<file path="src/rtl/seq_alu.sv">
// Sequential ALU: single-cycle arithmetic/logic/shift ops plus an optional
// shift-add unsigned multiplier compiled in when SEQ_ALU_MUL_EN is defined.
module seq_alu #(
    parameter int WIDTH = 8
) (
    input  logic             i_clk,
    input  logic             i_rst_n,
    input  logic             i_start,
    input  logic [4:0]       i_sel,
    input  logic [WIDTH-1:0] i_a,
    input  logic [WIDTH-1:0] i_b,
    input  logic             i_cin,
    output logic [WIDTH-1:0] o_result,
    output logic [WIDTH-1:0] o_result_hi,
    output logic             o_c,
    output logic             o_z,
    output logic             o_busy,
    output logic             o_done
);

    localparam logic [4:0] OP_ADD  = 5'd0;
    localparam logic [4:0] OP_ADDC = 5'd1;
    localparam logic [4:0] OP_SUB  = 5'd2;
    localparam logic [4:0] OP_SUBC = 5'd3;
    localparam logic [4:0] OP_CMP  = 5'd4;
    localparam logic [4:0] OP_AND  = 5'd5;
    localparam logic [4:0] OP_OR   = 5'd6;
    localparam logic [4:0] OP_EXOR = 5'd7;
    localparam logic [4:0] OP_TEST = 5'd8;
    localparam logic [4:0] OP_LSL  = 5'd9;
    localparam logic [4:0] OP_LSR  = 5'd10;
    localparam logic [4:0] OP_ROL  = 5'd11;
    localparam logic [4:0] OP_ROR  = 5'd12;
    localparam logic [4:0] OP_ASR  = 5'd13;
    localparam logic [4:0] OP_MOV  = 5'd14;
    localparam logic [4:0] OP_PASS = 5'd15;

    typedef enum logic {S_IDLE = 1'b0, S_MUL = 1'b1} state_t;

    state_t             r_state;
    logic [WIDTH-1:0]   r_result;
    logic               r_c;
    logic               r_z;
    logic               r_done;

    logic [WIDTH:0]     w_sum;
    logic [WIDTH-1:0]   w_val;
    logic               w_c;
    logic               w_z;
    logic               w_wr_res;
    logic               w_wr_flags;
    logic               w_is_mul;

`ifdef SEQ_ALU_MUL_EN
    localparam logic [4:0] OP_MUL = 5'd16;
    localparam int         CW     = $clog2(WIDTH);

    logic [WIDTH-1:0]   r_result_hi;
    logic               r_busy;
    logic [CW-1:0]      r_cnt;
    logic [2*WIDTH-1:0] r_mcand;
    logic [WIDTH-1:0]   r_mplier;
    logic [2*WIDTH-1:0] r_acc;
    logic [2*WIDTH-1:0] w_acc_next;

    assign w_is_mul    = (i_sel == OP_MUL);
    assign w_acc_next  = r_acc + (r_mplier[0] ? r_mcand : {(2*WIDTH){1'b0}});
    assign o_result_hi = r_result_hi;
    assign o_busy      = r_busy;
`else
    assign w_is_mul    = 1'b0;
    assign o_result_hi = {WIDTH{1'b0}};
    assign o_busy      = 1'b0;
`endif

    assign o_result = r_result;
    assign o_c      = r_c;
    assign o_z      = r_z;
    assign o_done   = r_done;
    assign w_z      = (w_val == {WIDTH{1'b0}});

    // Single-cycle datapath; C defaults to its held value so MOV/PASS keep it.
    always_comb begin
        w_sum      = {(WIDTH+1){1'b0}};
        w_val      = {WIDTH{1'b0}};
        w_c        = r_c;
        w_wr_res   = 1'b0;
        w_wr_flags = 1'b0;
        case (i_sel)
            OP_ADD, OP_ADDC: begin
                w_sum      = {1'b0, i_a} + {1'b0, i_b}
                           + {{WIDTH{1'b0}}, (i_sel == OP_ADDC) & i_cin};
                w_val      = w_sum[WIDTH-1:0];
                w_c        = w_sum[WIDTH];
                w_wr_res   = 1'b1;
                w_wr_flags = 1'b1;
            end
            OP_SUB, OP_SUBC, OP_CMP: begin
                // Borrow falls out as bit WIDTH of the widened difference.
                w_sum      = {1'b0, i_a} - {1'b0, i_b}
                           - {{WIDTH{1'b0}}, (i_sel == OP_SUBC) & i_cin};
                w_val      = w_sum[WIDTH-1:0];
                w_c        = w_sum[WIDTH];
                w_wr_res   = (i_sel != OP_CMP);
                w_wr_flags = 1'b1;
            end
            OP_AND, OP_TEST: begin
                w_val      = i_a & i_b;
                w_c        = 1'b0;
                w_wr_res   = (i_sel == OP_AND);
                w_wr_flags = 1'b1;
            end
            OP_OR: begin
                w_val      = i_a | i_b;
                w_c        = 1'b0;
                w_wr_res   = 1'b1;
                w_wr_flags = 1'b1;
            end
            OP_EXOR: begin
                w_val      = i_a ^ i_b;
                w_c        = 1'b0;
                w_wr_res   = 1'b1;
                w_wr_flags = 1'b1;
            end
            OP_LSL: begin
                {w_c, w_val} = {i_a, i_cin};
                w_wr_res     = 1'b1;
                w_wr_flags   = 1'b1;
            end
            OP_LSR: begin
                w_c        = i_a[0];
                w_val      = {i_cin, i_a[WIDTH-1:1]};
                w_wr_res   = 1'b1;
                w_wr_flags = 1'b1;
            end
            OP_ROL: begin
                w_c        = i_a[WIDTH-1];
                w_val      = {i_a[WIDTH-2:0], i_a[WIDTH-1]};
                w_wr_res   = 1'b1;
                w_wr_flags = 1'b1;
            end
            OP_ROR: begin
                w_c        = i_a[0];
                w_val      = {i_a[0], i_a[WIDTH-1:1]};
                w_wr_res   = 1'b1;
                w_wr_flags = 1'b1;
            end
            OP_ASR: begin
                w_c        = i_a[0];
                w_val      = {i_a[WIDTH-1], i_a[WIDTH-1:1]};
                w_wr_res   = 1'b1;
                w_wr_flags = 1'b1;
            end
            OP_MOV: begin
                w_val      = i_b;
                w_wr_res   = 1'b1;
                w_wr_flags = 1'b1;
            end
            OP_PASS: begin
                w_val      = i_a;
                w_wr_res   = 1'b1;
                w_wr_flags = 1'b1;
            end
            default: begin
                w_val = {WIDTH{1'b0}};
            end
        endcase
    end

    // Control FSM and all output registers.
    always_ff @(posedge i_clk) begin
        if (!i_rst_n) begin
            r_state     <= S_IDLE;
            r_result    <= {WIDTH{1'b0}};
            r_c         <= 1'b0;
            r_z         <= 1'b0;
            r_done      <= 1'b0;
`ifdef SEQ_ALU_MUL_EN
            r_result_hi <= {WIDTH{1'b0}};
            r_busy      <= 1'b0;
            r_cnt       <= {CW{1'b0}};
            r_mcand     <= {(2*WIDTH){1'b0}};
            r_mplier    <= {WIDTH{1'b0}};
            r_acc       <= {(2*WIDTH){1'b0}};
`endif
        end else begin
            r_done <= 1'b0;
            case (r_state)
                S_IDLE: begin
                    if (i_start && w_is_mul) begin
`ifdef SEQ_ALU_MUL_EN
                        r_state  <= S_MUL;
                        r_busy   <= 1'b1;
                        r_cnt    <= {CW{1'b0}};
                        r_mcand  <= {{WIDTH{1'b0}}, i_a};
                        r_mplier <= i_b;
                        r_acc    <= {(2*WIDTH){1'b0}};
`endif
                    end else if (i_start) begin
                        r_done <= 1'b1;
                        if (w_wr_res) begin
                            r_result    <= w_val;
`ifdef SEQ_ALU_MUL_EN
                            r_result_hi <= {WIDTH{1'b0}};
`endif
                        end
                        if (w_wr_flags) begin
                            r_c <= w_c;
                            r_z <= w_z;
                        end
                    end
                end
`ifdef SEQ_ALU_MUL_EN
                S_MUL: begin
                    r_acc    <= w_acc_next;
                    r_mcand  <= r_mcand << 1;
                    r_mplier <= r_mplier >> 1;
                    r_cnt    <= r_cnt + {{(CW-1){1'b0}}, 1'b1};
                    if (r_cnt == CW'(WIDTH-1)) begin
                        r_result    <= w_acc_next[WIDTH-1:0];
                        r_result_hi <= w_acc_next[2*WIDTH-1:WIDTH];
                        r_c         <= |w_acc_next[2*WIDTH-1:WIDTH];
                        r_z         <= (w_acc_next == {(2*WIDTH){1'b0}});
                        r_done      <= 1'b1;
                        r_busy      <= 1'b0;
                        r_cnt       <= {CW{1'b0}};
                        r_state     <= S_IDLE;
                    end
                end
`endif
                default: r_state <= S_IDLE;
            endcase
        end
    end

endmodule

</file>
<file path="config.mk">
export PLATFORM = sky130hd
export DESIGN_NAME = seq_alu
export DESIGN_NICKNAME = d
export VERILOG_FILES = /design/src/rtl/seq_alu.sv
export SDC_FILE = /design/constraint.sdc
export NUM_CORES = 1
export LEC_CHECK = 0
export CELL_PAD_IN_SITES_DETAIL_PLACEMENT = 1
export CELL_PAD_IN_SITES_GLOBAL_PLACEMENT = 2
export CORE_AREA = 2 2 64 126
export DETAILED_ROUTE_END_ITERATION = 8
export DIE_AREA = 0 0 66 128
export GPL_TIMING_DRIVEN = 0
export PLACE_DENSITY_LB_ADDON = 0.1
export SETUP_SLACK_MARGIN = 0.2
export SLEW_MARGIN = 0
export SYNTH_ARGS = -nofsm -noshare
export SYNTH_HDL_FRONTEND = slang
export SYNTH_SLANG_ARGS = --single-unit
</file>
<file path="constraint.sdc">
create_clock -name i_clk -period 3.2 [get_ports i_clk]
set_input_delay 0.32 -clock i_clk [delete_from_list [all_inputs] [get_ports i_clk]]
set_output_delay 0.32 -clock i_clk [all_outputs]
set_load 0.1 [all_outputs]
</file>
# Word level (Yosys, flattened, before mapping)
# Index checks and enable logic that the tools add are counted.
# classes
addsub	4
n_eq_ne	16
mux	5
bitwise	5
reduce_logical	14
# ops
op	count
$pmux 8 s12	1
$eq 5x4->1 const B	8
$eq 5x3->1 const B	4
$reduce_or 16->1	1
$reduce_or 11->1	1
$eq 5x2->1 const B	2
$add 8x8->9	1
$add 9x1->9	1
$sub 8x8->9	1
$sub 9x1->9	1
$and 8x8->8	1
$logic_not 8->1	1
$or 8x8->8	1
$xor 8x8->8	1
$reduce_or 2->1	3
$reduce_or 3->1	2
$eq 5x1->1 const B	1
$logic_not 5->1	1
$ne 5x3->1 const B	1
$pmux 1 s5	1
$reduce_bool 5->1	1
$reduce_and 2->1	2
$reduce_or 4->1	1
$pmux 1 s3	1
other kinds (3)	5
# word_totals
register_bits	11
in_bits	25
output_inout_bits	20

# Longest topological paths before layout
# Gate-level depths: netlist of run 1.
# depth
depth_word	5
ltp_mapped	14
depth_no_buf	12

# Worst setup path after synthesis of run 1
# Ideal clock, no wire load.
# synth_timing
path_kind	input to register
startpoint	input port i_sel[3]
endpoint	register r_z, in the netlist o_z
setup_ps	63
t_arrival_ps	2937
path_slack_ps	200
stages	13
path_cell_list	clkbuf_8 > buf_2 > nor2_1 > nand4b_1 > fa_1 > fa_1 > nor2b_1 > o221ai_1 > a21oi_1 > xor2_1 > a221o_1 > nor4_1 > a32o_1
# synth_via
elab_chain_len	5
# synth_lines
element	line	rtl
start: declaration	9	input logic [4:0] i_sel,
$eq 5x2->1 / $eq 5x1->1 (equally long branches)	89, 101, 92	
$and 1x1->1 (on tied branches)	101, 92	
$sub 9x1->9 / $add 9x1->9 (equally long branches)	101, 92	
$pmux 8 s12	89	case (i_sel)
$logic_not 8->1	80	assign w_z = (w_val == {WIDTH{1'b0}});
end signal: assignment	209	r_z <= w_z;
end: declaration	43	logic r_z;
# Parallel ways exist; a longest one is shown, timed or not.
# A chain may end at the register's enable or synchronous reset.

# Worst setup path after layout of run 1
# Same ends and word-level chain as after synthesis.

==> results of run 1 <==
## Yosys cell counts, types with 3 or more instances
master	n
ha_1	30
inv_1	25
nor2_1	21
a21oi_1	15
buf_4	11
dfxtp_1	11
nand2_1	9
o21ai_0	9
xor2_1	8
a221oi_1	7
a211oi_1	6
mux2i_1	6
nand2b_1	6
nand4_1	6
nor3_1	6
nand3_1	5
a22oi_1	4
fa_1	4
o22ai_1	4
a21o_1	3
buf_2	3
clkbuf_8	3
nor2b_1	3
nor4_1	3
xnor2_1	3
## cell type report
type	instances	share of cell area, %
multi-input cells	218	62.1
flip-flops and latches	11	7.40
well taps	94	3.95
clock buffers	4	2.65
repair buffers	46	14.5
plain buffers	21	6.27
inverters	25	3.16
## layer usage
layer  GRT usage, %  part of all wire, %  vias to the layer above
li1               -                    -                     1077
met1           18.9                   35                     1107
met2           38.3                   60                       43
met3           1.23                  2.0                       14
met4           5.88                  2.1                        0
met5              0                    0                        -
## registers in the layout (all words and copies together) (netlist names)
signal / cells
o_result: 8
o_c: 1
o_z: 1
o_done: 1
## timing repair
action | in CTS | in global routing
buffers inserted | 8 | 3
pin swaps | 12 | 14
hold endpoints to repair | 0 | 0
setup endpoints to repair | 9 | 5
resized for setup | 56 | 17
## power by group
group          total, mW  switching, mW  leakage, nW  internal (mW)
Clock              0.229         0.0620       0.0382          0.167
Sequential         0.150        0.00361       0.0901          0.146
Combinational      0.519          0.320         1.15          0.200
Total              0.898          0.385         1.27          0.513
## final timing paths
kind	endpoint	cells after the start
setup / recovery	o_z	15
hold / removal	o_result[5]	2
setup reg to reg	o_result[1]	2
hold reg to reg	o_result[5]	2
## worst max-delay path, stage by stage
cell and delay (ns):
buf_8 0.10, buf_8 0.11, buf_8 0.12, nor2_4 0.09
buf_6 0.10, nand4_1 0.12, fa_2 0.41, fa_2 0.39
o21ai_4 0.19, nand2b_1 0.09, xor2_1 0.18, a221oi_2 0.31
nand4_1 0.16, nor4_2 0.24, a32o_1 0.15
## per-stage QoR
stage	setup WS [ns]	utilization (%)	std cells	TNS [ns]
6_report	0.291	39.4	419	0
2_1_floorplan	0.200	-	275	0
5_1_grt	0.168	39.4	419	0
4_1_cts	0.200	38.4	416	0
3_5_place_dp	-0.931	35.2	404	-4.86
3_3_place_gp	-0.939	35.2	404	-4.75
## cells by family (layout without fill, tap and decap cells)
logic type               count (synthesis)  in the layout  share of synthesized area (%)
AO/OA/AOI/OAI                           70             70                           24.3
XOR/XNOR                                11             11                           4.46
adder cells (fa/ha/maj)                 34             34                           21.1
buffers and inverters                   46             96                           12.2
flip-flops                              11             11                           10.2
multiplexers                             8              8                           3.82
other                                    1              9                          0.174
AND/OR/NAND/NOR                         86             86                           23.8
==> out/results.tsv, run 1 <==
metric	value	unit
area_growth	37.6	%
vias	2241	
synth_edf_count	0	
htree_levels	1	
ys_seq_area_share	10.2	%
hold_class	reg2reg	
synthTopCellsByArea	ha_1 17%, dfxtp_1 10%, inv_1 4.3%	
grt_pass1_vias	2332	
peakVddDrop	0.102	mV
regArea	220	sq um
clk_latency	0.24	ns
powerDensity	302	nW/um^2
finalWeightedCongestion	0.805	
die_w	66	microns
coreArea	7540	sq um
cp_data_arrival_time	3.09	ns
ys_seq_elements	11	
finalCriticalPeriod	2.91	ns
tritoncts	built	
grtUsageTotal	18.7	%
num_rows	45	
finalInstanceArea	2970	sq um
grt_max_degree	11	
tightest_slew	0.965	ns
wl_per_cell	18.1	microns
setup_viol_count_final	0	
place_hpwl	6.14	mm
min_from	o_result[5]	
num_io_pins	45	
slew-limit-headroom	35.5	%
layout_common_cells	26 x clkdlybuf4s50_1, 25 x ha_1, 24 x inv_1, 20 x nor2_1, 20 x buf_4	
slew_violations	0	
ant_nets	0	
cts_max_path_buffers	2	
synth_cell_type_count	66	
clk_pin_slew_worst_paths	0.04	ns
finalNetCount	385	
multi_input_area	1850	sq um
die_area	8450	sq um
finalCritPeriodShare	90.9	%
hold-worst-slack	0.475	ns
start_util	28.6	%
wl	7.57	mm
p_leak	1.27	nW
cp-startpoint	i_sel[3]	
critical_path.endpoint_type	register	
synthCells	267	
grt_pass1_wl	12.0	mm
dpl_cell_area	2660	sq um
placement.io_buffers	35	
cp.required	3.38	ns
synth_top_area_cell	ha_1	
rr_startpoint	o_result[1]	
fmax	0.344	GHz
clock_skew	0	ns
vias_per_cell	5.35	
rsz0062_at_grt	true	
cts.sinks	11	
drt_first_pass_iters	5	
synth_top_area_share	17.4	%
drive_gt1_share	24.9	%
p_total	0.898	mW
async_flop_share	0	%
die_y	128	microns
maxCapViolCount	0	
syn_area_per_cell	8.09	sq um
drc	0	
status	complete, no violations	
drtIter0Drc	55	
hold_buffers	0	
criticalPathCategory	in2reg	
final-hold-violation-count	0	
grt-ovfl-total	0	
final_common_cell	clkdlybuf4s50_1	
fillers	928	
clock-root-buffer	clkbuf_16	
syn-cell-area	2160	sq um
diodes	0	
ys.flop_type	dfxtp_1	
start_kind	primary input	
numCtsBuffers	3	
path_max_fanout	6	
antenna_found_initial	0	
rrSetupSlack	2.53	ns
ys_warn_count	0	
(Power assumes the default switching activity.)
==> inputs of run 2 (changes only) <==
--- a/config.mk
+++ b/config.mk
@@ -5,12 +5,14 @@
 export SDC_FILE = /design/constraint.sdc
 export NUM_CORES = 1
 export LEC_CHECK = 0
+export ABC_AREA = 1
 export CELL_PAD_IN_SITES_DETAIL_PLACEMENT = 1
 export CELL_PAD_IN_SITES_GLOBAL_PLACEMENT = 2
-export CORE_AREA = 2 2 64 126
+export CORE_AREA = 2 2 69 137
 export DETAILED_ROUTE_END_ITERATION = 8
-export DIE_AREA = 0 0 66 128
+export DIE_AREA = 0 0 71 139
 export GPL_TIMING_DRIVEN = 0
+export MAX_ROUTING_LAYER = met4
 export PLACE_DENSITY_LB_ADDON = 0.1
 export SETUP_SLACK_MARGIN = 0.2
 export SLEW_MARGIN = 0
==> run 2 against run 1 <==
Compared with the run above:
- synthesized area rose by 12%
- first-iteration DRC count increased by 18%
- critical path depth shrank 2
- sequential share of layout area decreased by 0.12 points
- critical path type unchanged
- non-clock buffer count decreased by 15
- global-route usage grew 2.0 points
- combinational power is essentially flat
- fmax grew 4.3%
- count of clock-buffer cells in the layout did not move
- sequential cell count unchanged
==> out/results.tsv, run 2 <==
metric	value	unit
die_w	71	microns
cp-startpoint	i_a[0]	
area_growth	24.9	%
place_hpwl	8.40	mm
grt_pass1_vias	2946	
layout_common_cells	87 x nand2_1, 52 x inv_1, 52 x nand3_1, 44 x nor2_1, 32 x a21oi_1	
cp_data_arrival_time	2.96	ns
rsz0062_at_grt	false	
drive_gt1_share	13.2	%
hold_buffers	0	
status	complete, no violations	
cp.required	3.37	ns
dp_cells	551	
final-hold-violation-count	0	
crit_slowest_cell	fa_2	
finalNetCount	515	
grtUsageTotal	20.7	%
clk_pin_slew_worst_paths	0.04	ns
cts.sinks	11	
grt-ovfl-total	0	
place_ws	-0.442	ns
syn_area_per_cell	5.94	sq um
slew-limit-headroom	35.7	%
p_leak	1.57	nW
critPathMaxStageDelay	0.47	ns
wl	9.71	mm
synth_cell_type_count	34	
slew_violations	0	
numCtsBuffers	3	
die_y	139	microns
crit_family	adder cells	
synth_top_area_share	15.5	%
p_total	0.901	mW
synth_edf_count	0	
die_area	9870	sq um
cts_max_path_buffers	2	
ant_nets	0	
maxCapViolCount	0	
rr_worst_depth	4	
clock_skew	0	ns
num_rows	49	
finalWeightedCongestion	0.834	
clk_latency	0.24	ns
rr_startpoint	o_result[6]	
drtIter0Drc	65	
finalCriticalPeriod	2.79	ns
start_kind	primary input	
reg2reg_to	o_result[6]	
ys_top_cells_by_count	87 x nand2_1, 53 x inv_1, 52 x nand3_1	
final_cells	557	
endpoint	o_z	
syn-cell-area	2420	sq um
antenna_found_initial	0	
placement.io_buffers	34	
rrSetupSlack	2.56	ns
synth.most_common_cell	nand2_1	
largest_register_ffs	8	
ys_warn_count	0	
timing.final.ws_setup	0.411	ns
peakVddDrop	0.188	mV
path_depth	13	
fmax	0.359	GHz
drt_first_pass_iters	6	
num_io_pins	45	
synth_top_area_cell	ha_1	
coreArea	8890	sq um
path_cells	dlygate4sd2_1 > inv_1 > fa_2 > fa_1 > xor2_1 > nor2_1 > a21oi_1 > nand2_1 > nor2_2 > nand3_1 > nor2_1 > nand3_1 > a21oi_1	
finalCritPeriodShare	87.2	%
htree_levels	1	
tritoncts	built	
criticalPathCategory	in2reg	
path_max_fanout	7	
clock-root-buffer	clkbuf_16	
drc	0	
cp.buffers_inverters	2	
critical_path.endpoint_type	register	
vias	2779	
hold-worst-slack	0.460	ns
setup_viol_count_final	0	
grt_max_degree	11	
synthTopCellsByArea	ha_1 16%, nand2_1 14%, nand3_1 11%	
diodes	0	
ys_seq_area_share	9.11	%
powerDensity	298	nW/um^2
start_util	27.2	%
final_common_cell	nand2_1	
tightest_slew	0.961	ns
synthCells	407	
ys.flop_type	dfxtp_1	
wl_per_cell	17.4	microns
setup_tns	0	ns
async_flop_share	0	%
ys_seq_elements	11	
grt_pass1_wl	15.4	mm
vias_per_cell	4.99	
hold_class	reg2reg	
==> run 2: changes by cell type after synthesis, moves of 6 or more <==
cell	change
a211oi_1	-6
a21oi_1	+17
a221oi_1	-7
inv_1	+28
inv_2	+7
mux2i_1	-6
nand2_1	+78
nand2b_1	-6
nand3_1	+47
nand4_1	+12
nor2_1	+26
xor2_1	-7
==> run 2: how the worst min path moves through the flow <==
stage,startpoint,endpoint,slack (ns),depth (start not counted)
global placement,o_c,o_c,0.45,2
global route,o_result[5],o_result[5],0.50,2
detailed placement,o_result[5],o_result[5],0.46,2
finish,o_c,o_c,0.46,2
floorplan,i_start,o_done,0.41,2
CTS,o_result[5],o_result[5],0.47,2
==> run 2: power breakdown <==
| group | switching [mW] | internal, mW |
|---|---|---|
| logic | 0.362 | 0.155 |
| clock network | 0.0653 | 0.168 |
| registers | 0.00443 | 0.147 |
| total | 0.432 | 0.470 |
==> run 2: per-stage QoR <==
stage	cell area, sq um	util [%]
2_1_floorplan	2450	-
3_3_place_gp	2920	32.8
3_5_place_dp	2920	32.8
4_1_cts	3010	33.8
5_1_grt	3020	34.0
6_report	3020	34.0
==> run 2: area by class of cell <==
cell class              count  area (sq um)
fillers                  1198          5870
multi-input cells         327          1900
repair buffers             36           342
inverters                  61           231
flip-flops and latches     11           220
well taps                 102           128
plain buffers              16           121
clock buffers               4          78.8
==> run 2: kinds of logic after synthesis <==
| kind of cell | share of synthesized area (%) |
|---|---|
| DFF | 9.10 |
| buffers and inverters | 14.5 |
| AOI/OAI and AO/OA | 12.2 |
| adders and majority gates | 18.8 |
| and+or+nand+nor | 44.5 |
| other | 0.155 |
| xor gates and xnor gates | 0.724 |
==> run 2: worst min-delay path: stages, from the launching register on <==
cell     delay, ns
dfxtp_1       0.30
nand2_1       0.06
a21oi_1       0.05
==> run 2: what timing repair did <==
action,4_1_cts,5_1_grt
pin swaps,0,3
resized for setup,12,16
endpoints found under the setup margin,7,4
buffers inserted,0,2
==> run 2: routing by layer <==
layer / up-vias / wire length (microns) / track usage [%]
met3: 19 / 180 / 0.727
met4: 0 / 537 / 11.6
met2: 55 / 5550 / 39.2
met1: 1292 / 3450 / 20.4
li1: 1413 / - / -
met5: - / 0 / -
